$ cat src/rtl/sram_arbiter.sv
// sram_arbiter: shares one SRAM controller port between VGA (0), UART (1),
// Milestone 1 (2) and Milestone 2 (3). VGA has absolute priority; 1..3
// rotate round-robin with bursts bounded by MAX_BURST while others wait.
// Read data is routed back through a READ_LATENCY-deep tag pipe.
// Optional macro SRAM_ARB_STATS_EN adds Grant_count / Switch_count outputs.
module sram_arbiter #(
  parameter int MAX_BURST    = 8,
  parameter int READ_LATENCY = 2
) (
  input  logic        Clock,
  input  logic        Reset,
  input  logic [3:0]  Req,
  input  logic [3:0]  Req_we_n,
  input  logic [71:0] Req_address,
  input  logic [63:0] Req_write_data,
  output logic [3:0]  Grant,
  output logic [3:0]  Read_valid,
  output logic [15:0] Read_data,
  output logic [17:0] SRAM_address,
  output logic [15:0] SRAM_write_data,
  output logic        SRAM_we_n,
  input  logic [15:0] SRAM_read_data
`ifdef SRAM_ARB_STATS_EN
  ,
  output logic [63:0] Grant_count,
  output logic [15:0] Switch_count
`endif
);

  localparam logic [1:0] S_IDLE   = 2'd0;
  localparam logic [1:0] S_OWN    = 2'd1;
  localparam logic [1:0] S_SWITCH = 2'd2;

  localparam int BW = $clog2(MAX_BURST);
  localparam logic [BW-1:0] BURST_LAST = BW'(MAX_BURST - 1);

  logic [1:0]    state_q, state_d;
  logic [1:0]    owner_q, owner_d;
  logic [3:0]    grant_q, grant_d;
  logic [BW-1:0] burst_cnt_q, burst_cnt_d;
  logic [1:0]    rr_ptr_q, rr_ptr_d;

  logic          issue;
  logic          owner_we_n;
  logic          others_waiting;
  logic          leave;
  logic [1:0]    win_id;
  logic [1:0]    cand;
  logic          found;

  logic [READ_LATENCY-1:0]   pipe_valid_q, pipe_valid_d;
  logic [2*READ_LATENCY-1:0] pipe_id_q, pipe_id_d;
  logic [1:0]                tail_id;

  genvar gi;

  // An access happens only when the granted requester is still asking.
  assign issue          = |(grant_q & Req);
  assign owner_we_n     = Req_we_n[owner_q];
  assign others_waiting = |(Req & ~grant_q);
  assign Grant          = grant_q;
  assign Read_data      = SRAM_read_data;

  // Winner: VGA first, otherwise the first requester after rr_ptr over 1..3.
  always_comb begin
    win_id = 2'd0;
    found  = Req[0];
    cand   = rr_ptr_q;
    for (int k = 0; k < 3; k++) begin
      cand = (cand == 2'd3) ? 2'd1 : cand + 2'd1;
      if (!found && Req[cand]) begin
        win_id = cand;
        found  = 1'b1;
      end
    end
  end

  // Conditions that end the current ownership at the end of this cycle.
  always_comb begin
    leave = !Req[owner_q]
         || (Req[0] && owner_q != 2'd0)
         || (owner_q != 2'd0 && others_waiting && burst_cnt_q == BURST_LAST);
  end

  // Ownership FSM: idle -> own -> one-cycle bubble -> next owner or idle.
  always_comb begin
    state_d     = state_q;
    owner_d     = owner_q;
    grant_d     = grant_q;
    burst_cnt_d = burst_cnt_q;
    rr_ptr_d    = rr_ptr_q;
    case (state_q)
      S_IDLE, S_SWITCH: begin
        if (|Req) begin
          state_d     = S_OWN;
          owner_d     = win_id;
          grant_d     = 4'(4'b0001 << win_id);
          burst_cnt_d = '0;
          if (win_id != 2'd0) rr_ptr_d = win_id;
        end else begin
          state_d = S_IDLE;
          grant_d = 4'b0000;
        end
      end
      S_OWN: begin
        if (leave) begin
          state_d     = S_SWITCH;
          grant_d     = 4'b0000;
          burst_cnt_d = '0;
        end else if (burst_cnt_q != BURST_LAST) begin
          burst_cnt_d = burst_cnt_q + 1'b1;
        end
      end
      default: begin
        state_d = S_IDLE;
        grant_d = 4'b0000;
      end
    endcase
  end

  // FSM and arbitration registers.
  always_ff @(posedge Clock or posedge Reset) begin
    if (Reset) begin
      state_q     <= S_IDLE;
      owner_q     <= 2'd0;
      grant_q     <= 4'b0000;
      burst_cnt_q <= '0;
      rr_ptr_q    <= 2'd3;
    end else begin
      state_q     <= state_d;
      owner_q     <= owner_d;
      grant_q     <= grant_d;
      burst_cnt_q <= burst_cnt_d;
      rr_ptr_q    <= rr_ptr_d;
    end
  end

  // SRAM port mux: the issuing owner drives it, otherwise an idle read of 0.
  always_comb begin
    SRAM_address    = 18'd0;
    SRAM_write_data = 16'd0;
    SRAM_we_n       = 1'b1;
    if (issue) begin
      SRAM_address    = Req_address[18*owner_q +: 18];
      SRAM_write_data = Req_write_data[16*owner_q +: 16];
      SRAM_we_n       = owner_we_n;
    end
  end

  // Tag pipe: stage 0 takes this cycle's read, later stages shift along.
  assign pipe_valid_d[0]  = issue & owner_we_n;
  assign pipe_id_d[1:0]   = owner_q;
  generate
    for (gi = 1; gi < READ_LATENCY; gi++) begin : g_tag
      assign pipe_valid_d[gi]        = pipe_valid_q[gi-1];
      assign pipe_id_d[2*gi +: 2]    = pipe_id_q[2*(gi-1) +: 2];
    end
  endgenerate

  // Tag pipe registers; reset drops every read still in flight.
  always_ff @(posedge Clock or posedge Reset) begin
    if (Reset) begin
      pipe_valid_q <= '0;
      pipe_id_q    <= '0;
    end else begin
      pipe_valid_q <= pipe_valid_d;
      pipe_id_q    <= pipe_id_d;
    end
  end

  assign tail_id = pipe_id_q[2*(READ_LATENCY-1) +: 2];

  // Flag the requester whose read data is on SRAM_read_data this cycle.
  always_comb begin
    Read_valid = 4'b0000;
    if (pipe_valid_q[READ_LATENCY-1]) Read_valid[tail_id] = 1'b1;
  end

`ifdef SRAM_ARB_STATS_EN
  logic [15:0] switch_count_q, switch_count_d;

  generate
    for (gi = 0; gi < 4; gi++) begin : g_stat
      logic [15:0] cnt_q, cnt_d;

      // Saturating count of accesses issued by requester gi.
      always_comb begin
        cnt_d = cnt_q;
        if (issue && owner_q == 2'(gi) && cnt_q != 16'hFFFF) cnt_d = cnt_q + 16'd1;
      end

      // Per-requester counter register.
      always_ff @(posedge Clock or posedge Reset) begin
        if (Reset) cnt_q <= 16'd0;
        else       cnt_q <= cnt_d;
      end

      assign Grant_count[16*gi +: 16] = cnt_q;
    end
  endgenerate

  // Saturating count of bubble cycles.
  always_comb begin
    switch_count_d = switch_count_q;
    if (state_q == S_SWITCH && switch_count_q != 16'hFFFF) switch_count_d = switch_count_q + 16'd1;
  end

  // Bubble counter register.
  always_ff @(posedge Clock or posedge Reset) begin
    if (Reset) switch_count_q <= 16'd0;
    else       switch_count_q <= switch_count_d;
  end

  assign Switch_count = switch_count_q;
`endif

endmodule
$ cat config.mk
export PLATFORM = sky130hd
export DESIGN_NAME = sram_arbiter
export DESIGN_NICKNAME = d
export VERILOG_FILES = /design/src/rtl/sram_arbiter.sv
export SDC_FILE = /design/constraint.sdc
export NUM_CORES = 1
export LEC_CHECK = 0
export CAP_MARGIN = 20
export CORE_MARGIN = 3
export CORE_UTILIZATION = 32
export DETAILED_ROUTE_END_ITERATION = 8
export GPL_TIMING_DRIVEN = 0
export PLACE_DENSITY_LB_ADDON = 0.05
export SYNTH_ARGS = -nofsm -noshare
export SYNTH_HDL_FRONTEND = slang
export SYNTH_SLANG_ARGS = --single-unit
$ cat constraint.sdc
create_clock -name Clock -period 4.8 [get_ports Clock]
set_input_delay 1.2 -clock Clock [delete_from_list [all_inputs] [get_ports Clock]]
set_output_delay 1.2 -clock Clock [all_outputs]
set_load 0.01 [all_outputs]
==> impl_results.md, run 1 <==
- Status: completed
- Bufs on Longest Clock Path: 2
- Largest stage delay, worst path: 0.55 ns
- Async set-reset flop share out of synthesis: 100.0%
- Slew @ Worst Pin: 0.6958 ns
- Logic depth of the worst path, buffers included: 6
- Pre-antenna DRT Iters: 4
- Critical Path Most Common Cell: clkdlybuf4s50_1
- Dpl ws: -0.1998 ns
- GR Util All Layers: 21.02%
- Min-Delay Startpoint: pipe_id_q[1]
- Routed Antenna Nets: 0
- Cells after Synth: 189
- First-pass GRT wire length: 12450 um
- Synth warn: 0
- Setup violators final: 0
- R2R setup slack: 2.41 ns
- Synth top area share: 38.19%
- Remaining DRCs: 0
- Fmax: 219.8 MHz
- Starting density of the core: 33.60%
- Cell accounting for the most synthesized area: mux4_2
- CP cell instances: clkdlybuf4s50_1, a22o_1, a221oi_4, clkbuf_2, or2_2, clkdlybuf4s50_1
- H-Tree Depth: 1
- Required @ worst endpoint: 3.60 ns
- Hold_ws: 0.3476 ns
- Slew headroom: 53.56%
- Critical path class: in -> out
- Synth unique cells: 41
- Fin nets: 564
- Placed Area: 4290 um2
- Worst Path Buf+Inv: 3
- Clk root buf: clkbuf_8
- Final WS setup: 0.2504 ns
- GP Congestion: 0.8183
- Synth area leaders: mux4_2 (38%), dfrtp_1 (19%), nor2b_1 (11%)
- Max Cap Viol: 0
- Vias in the first global route: 2481
- Min Tclk post-route: 4.550 ns
- GRT overflow: 0
- Leakage: 0.001686 uW
- Syn nets: 356
- Post-synthesis sequential area ratio: 21.90%
- Clock transition at the registers of the reported paths: 0.07 ns
- Wire per inst: 18.60 um
- Post-route cell area: 4369 um2
- Gr busiest metal: met2
- Initial antenna violation count: 1
- Sink Count: 19
- Clock skew: 0.001507 ns
- # rows: 29
- Worst vdd ir: 0.2082 mV
- Critical path startpoint category: input port
- CP Max Fanout: 10
- Fin crit share: 94.78%
- Mapped cell area: 2182 um2
- Layout cells sized above 1: 19.70%
- Die W: 88.58 um
- DP HPWL: 7788 um
- R2R Path End: rr_ptr_q[1]
- Via Count: 2371
- Pin count of the biggest net entering global routing: 20
- Synth-to-Final Area Change: 100.2%
- Boundary Pins: 221
- Avg Cell Area, Syn: 11.55 um2
- RSZ-0062 raised after global routing: false
- Power per cell area: 400.9 nW/um2
- Arr. time, crit path: 3.35 ns
- DRT iter0 DRCs: 38
- # port buffers: 201
- CTS tree: yes
- FF-to-FF Start: rr_ptr_q[0]
- Total CTS buffers: 3
- Core Box Area: 6495 um2
- Main synth FF type: dfrtp_1
- Post-synth EDFFs: 0
- Post-layout util: 67.27%
- Routing usage on met3: 4.842%
- Total power: 1751 uW
- Hold Fails Final Rpt: 0
- Crit path capture: SRAM_we_n
- Delay-heaviest family, CP: buffers and inverters
- Slowest CP cell: clkdlybuf4s50_1
- Register bit total from synthesis: 19
- Die Ht: 88.58 um
- Max Slew Vio Count: 0
- Crit path from: Req[2]
- GRT met1 Usage: 24.68%
- Full die area: 7846 um2
- Worst hold path type: reg -> reg
- Met2 usage: 38.27%
- Critical Path Sink Type: primary output
- Worst r2r path cells: 8
- DRT Wirelength: 8815 um
- Number of vias per cell: 5.002
- Clock Latency Late Sink: 0.25 ns
==> sequential cells by signal (all words and copies together) (netlist names) <==
name / count
pipe_valid_q: 2
owner_q: 2
Grant: 4
state_q: 2
rr_ptr_q: 2
burst_cnt_q: 3
pipe_id_q: 4
==> report_power, final <==
group,internal [uW],switching (uW)
Sequential,231,48.3
Clock,57.7,50.6
Combinational,810,554
==> layout make-up <==
type                    count  area, um2
fillers                   511       2126
repair buffers            203       2027
multi-input cells         132       1496
flip-flops and latches     19      478.0
plain buffers              31      196.4
well taps                  77      96.34
clock buffers               3      41.29
inverters                   7      26.28
clock inverters             1      5.005
diodes                      1      2.502
==> synth_stat cells (3+ instances only) <==
library cell	instances
mux4_2	37
nor2b_1	37
dfrtp_1	17
buf_4	16
nand2_1	9
buf_2	7
inv_1	7
clkbuf_1	6
ha_1	5
nor2_1	4
a22o_1	3
mux2i_1	3
nand2b_1	3
o21ai_0	3
==> worst reg2reg max path, stage by stage (launching register included) <==
cell and delay, ns:
dfstp_2 0.55, inv_1 0.06, ha_1 0.28, buf_6 0.13
mux4_2 0.52, a211oi_1 0.20, o221ai_1 0.24, nor2_1 0.24
o21ai_0 0.11
==> worst min-delay path by stage <==
stage / to / cells after the start
finish: pipe_id_q[3] / 0
global route: pipe_id_q[2] / 0
CTS: pipe_id_q[3] / 0
floorplan: pipe_id_q[2] / 0
detailed placement: pipe_id_q[3] / 0
global placement: pipe_id_q[3] / 0
==> repair_timing <==
item | in CTS | in global routing
buffers inserted | 0 | 2
endpoints found under the setup margin | 30 | 15
hold buffers | 0 | 0
resized for setup | 2 | 4
==> metal layers <==
layer	vias up	wire length (um)
met5	-	0
met4	0	240
met3	14	795
met2	143	4727
met1	1102	3052
li1	1112	-
==> through the flow <==
step | setup TNS, ns | std cells
after floorplan | 0 | 189
after global routing | 0 | 474
after global placement | -0.4449 | 467
final | 0 | 474
after CTS | 0 | 471
after detailed placement | -1.391 | 467
==> kinds of logic after synthesis <==
group / after synthesis / share of synthesized area [%]
AOI/OAI and AO/OA: 22 / 7.741
and+or+nand+nor: 64 / 17.37
muxes: 41 / 40.08
DFF: 19 / 21.90
adders and majority gates: 5 / 2.867
buffers and inverters: 38 / 10.03
==> cell usage in the layout, fill, tap and decap left out, types with 2 or more instances in the layout <==
| master | count |
|---|---|
| buf_2 | 7 |
| clkbuf_1 | 3 |
| a22o_1 | 3 |
| mux2i_1 | 3 |
| mux4_2 | 37 |
| clkbuf_2 | 3 |
| clkbuf_8 | 3 |
| nand2_1 | 9 |
| a21o_1 | 2 |
| nand2b_1 | 3 |
| buf_4 | 18 |
| or2_2 | 2 |
| nor2b_1 | 37 |
| a211oi_1 | 2 |
| dfstp_2 | 2 |
| clkdlybuf4s50_1 | 201 |
| o21ai_1 | 2 |
| ha_1 | 5 |
| inv_1 | 7 |
| o21ai_0 | 3 |
| nor2_1 | 4 |
| dfrtp_1 | 17 |
Power figures use the tool's default switching activity.
==> run 2, diff against run 1 <==
- CAP_MARGIN: 20 -> unset
- SLEW_MARGIN: unset -> 20
==> results of run 2 <==
Same layout as run 1: the final DEF is identical, and so are final timing and power.
==> run 3, diff against run 2 <==
- CORE_UTILIZATION: 32 -> 25
- CTS_CLUSTER_SIZE: unset -> 20
==> impl_results.md, run 3 (synthesized netlist as in run 1, its figures left out) <==
- Comb power frac: 77.9% (about the same)
- Gr busiest metal: met2
- Clock transition at the registers of the reported paths: 0.06 ns (about the same)
- Synth-to-Final Area Change: 101.0%
- Total CTS buffers: 3 (unchanged)
- Clock Latency Late Sink: 0.25 ns (about the same)
- # rows: 33 (+14%)
- Worst hold path depth: 0 (unchanged)
- # fillers: 769 (+50%)
- Wire per inst: 17.76 um (-4.5%)
- Routing usage on met3: 5.610% (+0.77 points)
- Status: completed
- Initial antenna violation count: 0 (-1)
- Bufs on Longest Clock Path: 2 (unchanged)
- Core Box Area: 8341 um2 (+28%)
- Slew headroom: 53.46% (-0.10 points)
- Min Tclk post-route: 4.637 ns (+0.08704 ns)
- Critical Path Sink Type: primary output
- Number of vias per cell: 4.643 (-7.2%)
- Layout cells sized above 1: 19.04% (-0.66 points)
- Flop pwr share: 16.0% (about the same)
- Worst r2r path cells: 8 (unchanged)
- Internal: 1087 uW (-1.0%)
- Max Slew Vio Count: 0 (unchanged)
- Fin nets: 562 (-0.35%)
- Full die area: 9885 um2 (+26%)
- Pin count of the biggest net entering global routing: 20 (unchanged)
- Sw Ratio: 37.63% (+0.34 points)
- Die Ht: 99.43 um (+12%)
- Routed Antenna Nets: 0 (unchanged)
- Commonest non-fill, non-tap cell in the layout: clkdlybuf4s50_1
- Arr. time, crit path: 3.44 ns (+0.09 ns)
- CTS tree: yes
- GR Util All Layers: 17.66% (-3.4 points)
- Met2 usage: 33.11% (-5.2 points)
- Remaining DRCs: 0 (unchanged)
- Fmax: 215.7 MHz (-1.9%)
- GRT overflow: 0 (unchanged)
- First-pass GRT wire length: 13610 um (+9.3%)
- Starting density of the core: 26.16% (-7.4 points)
- Commonest non-fill, non-tap cells in the layout: clkdlybuf4s50_1 (201), mux4_2 (37), nor2b_1 (37)
- Post-CTS setup buffer count: 0 (unchanged)
- Required @ worst endpoint: 3.60 ns (about the same)
- H-Tree Depth: 1 (unchanged)
- Hold Fails Final Rpt: 0 (unchanged)
- DP HPWL: 7793 um (about the same)
- NetSw: 656.0 uW (+0.45%)
- Fin crit share: 96.60% (+1.8 points)
- Worst vdd ir: 0.1400 mV (-33%)
- Pre-antenna DRT Iters: 4 (unchanged)
- GRT met1 Usage: 20.42% (-4.3 points)
- DRT iter0 DRCs: 56 (+47%)
- Slew @ Worst Pin: 0.6973 ns (+0.001544 ns)
- Critical path class: in -> out
- Clock skew: 0.001152 ns (-0.0003554 ns)
- Vias in the first global route: 2524 (+1.7%)
- Sink Count: 19 (unchanged)
- Hold_ws: 0.3490 ns (+0.001367 ns)
- Critical path startpoint category: input port
- Antenna Cells: 0 (-1)
- Leakage: 0.001674 uW (-0.69%)
- Boundary Pins: 221 (unchanged)
- Die W: 99.43 um (+12%)
- CP Max Fanout: 10 (unchanged)
- RSZ-0062 raised after global routing: false
- Max Cap Viol: 0 (unchanged)
- Clock share of power: 6.2% (about the same)
- Power per cell area: 397.5 nW/um2 (-0.83%)
- GP Congestion: 0.7611 (-7.0%)
- DRT Wirelength: 8863 um (+0.54%)
- Hold_buf cts: 0 (unchanged)
- Post-layout util: 52.58% (-15 points)
- Worst hold path type: reg -> reg
- # port buffers: 201 (unchanged)
- Clk root buf: clkbuf_8
- Via Count: 2317 (-2.3%)
- Setup violators final: 0 (unchanged)
-- run 3: changes by cell type in the layout (fill, tap and decap cells not counted) --
cell,before,now
buf_4,18,16
clkbuf_1,3,4
clkinv_2,1,0
diode_2,1,0
-- run 3: per-stage QoR --
step | cell area (um2) | cells | setup WS (ns) | setup TNS (ns) | power, uW
global placement | 4325 | 495 | -0.2202 | -2.025 | 1645
global route | 4385 | 499 | 0.001140 | 0 | 1895
CTS | 4383 | 499 | 0.05462 | 0 | 1770
finish | 4385 | 499 | 0.1634 | 0 | 1743
floorplan | 2182 | 189 | 1.153 | 0 | 1074
detailed placement | 4325 | 495 | -0.1908 | -1.903 | 1644
-- run 3: power by group through the flow --
stage          logic (uW)  clock network [uW]  registers (uW)
2_1_floorplan         799                   0             275
3_3_place_gp         1370                   0             279
3_5_place_dp         1360                   0             280
4_1_cts              1380                 112             280
5_1_grt              1480                 120             290
6_report             1360                 107             278
-- run 3: critical path, stage by stage --
cell,delay [ns]
clkdlybuf4s50_1,0.55
a22o_1,0.27
a221oi_4,0.40
clkbuf_2,0.31
or2_2,0.14
clkdlybuf4s50_1,0.55
-- run 3: metal layers --
layer / vias to the layer above / share of wire [%]
met5: - / 0
met4: 0 / 0.49
met3: 4 / 8.9
met2: 118 / 55
met1: 1085 / 36
li1: 1110 / -
-- run 3: layout make-up --
cell class | instances | area (um2) | area share [%]
clock buffer | 4 | 45.04 | 1.027
sequential | 19 | 478.0 | 10.90
multi-input combinational | 132 | 1496 | 34.12
timing repair buffer | 201 | 2012 | 45.88
buffer | 31 | 196.4 | 4.479
tap | 105 | 131.4 | 2.996
inverter | 7 | 26.28 | 0.5991
-- run 3: worst paths after layout --
kind | startpoint | to | slack, ns
worst min-delay path | pipe_id_q[1] | pipe_id_q[3] | 0.35
min in group asynchronous | Reset | pipe_id_q[3] | 1.36
max in group asynchronous | Reset | Grant[0] | 3.01
worst max-delay path | Req[2] | SRAM_we_n | 0.16
worst min register to register | pipe_id_q[1] | pipe_id_q[3] | 0.35
worst max register to register | rr_ptr_q[0] | rr_ptr_q[1] | 2.40
-- run 3: repair_timing --
action,4_1_cts,5_1_grt
gates resized for setup,2,4
setup endpoints to repair,30,20
pin swaps,0,0
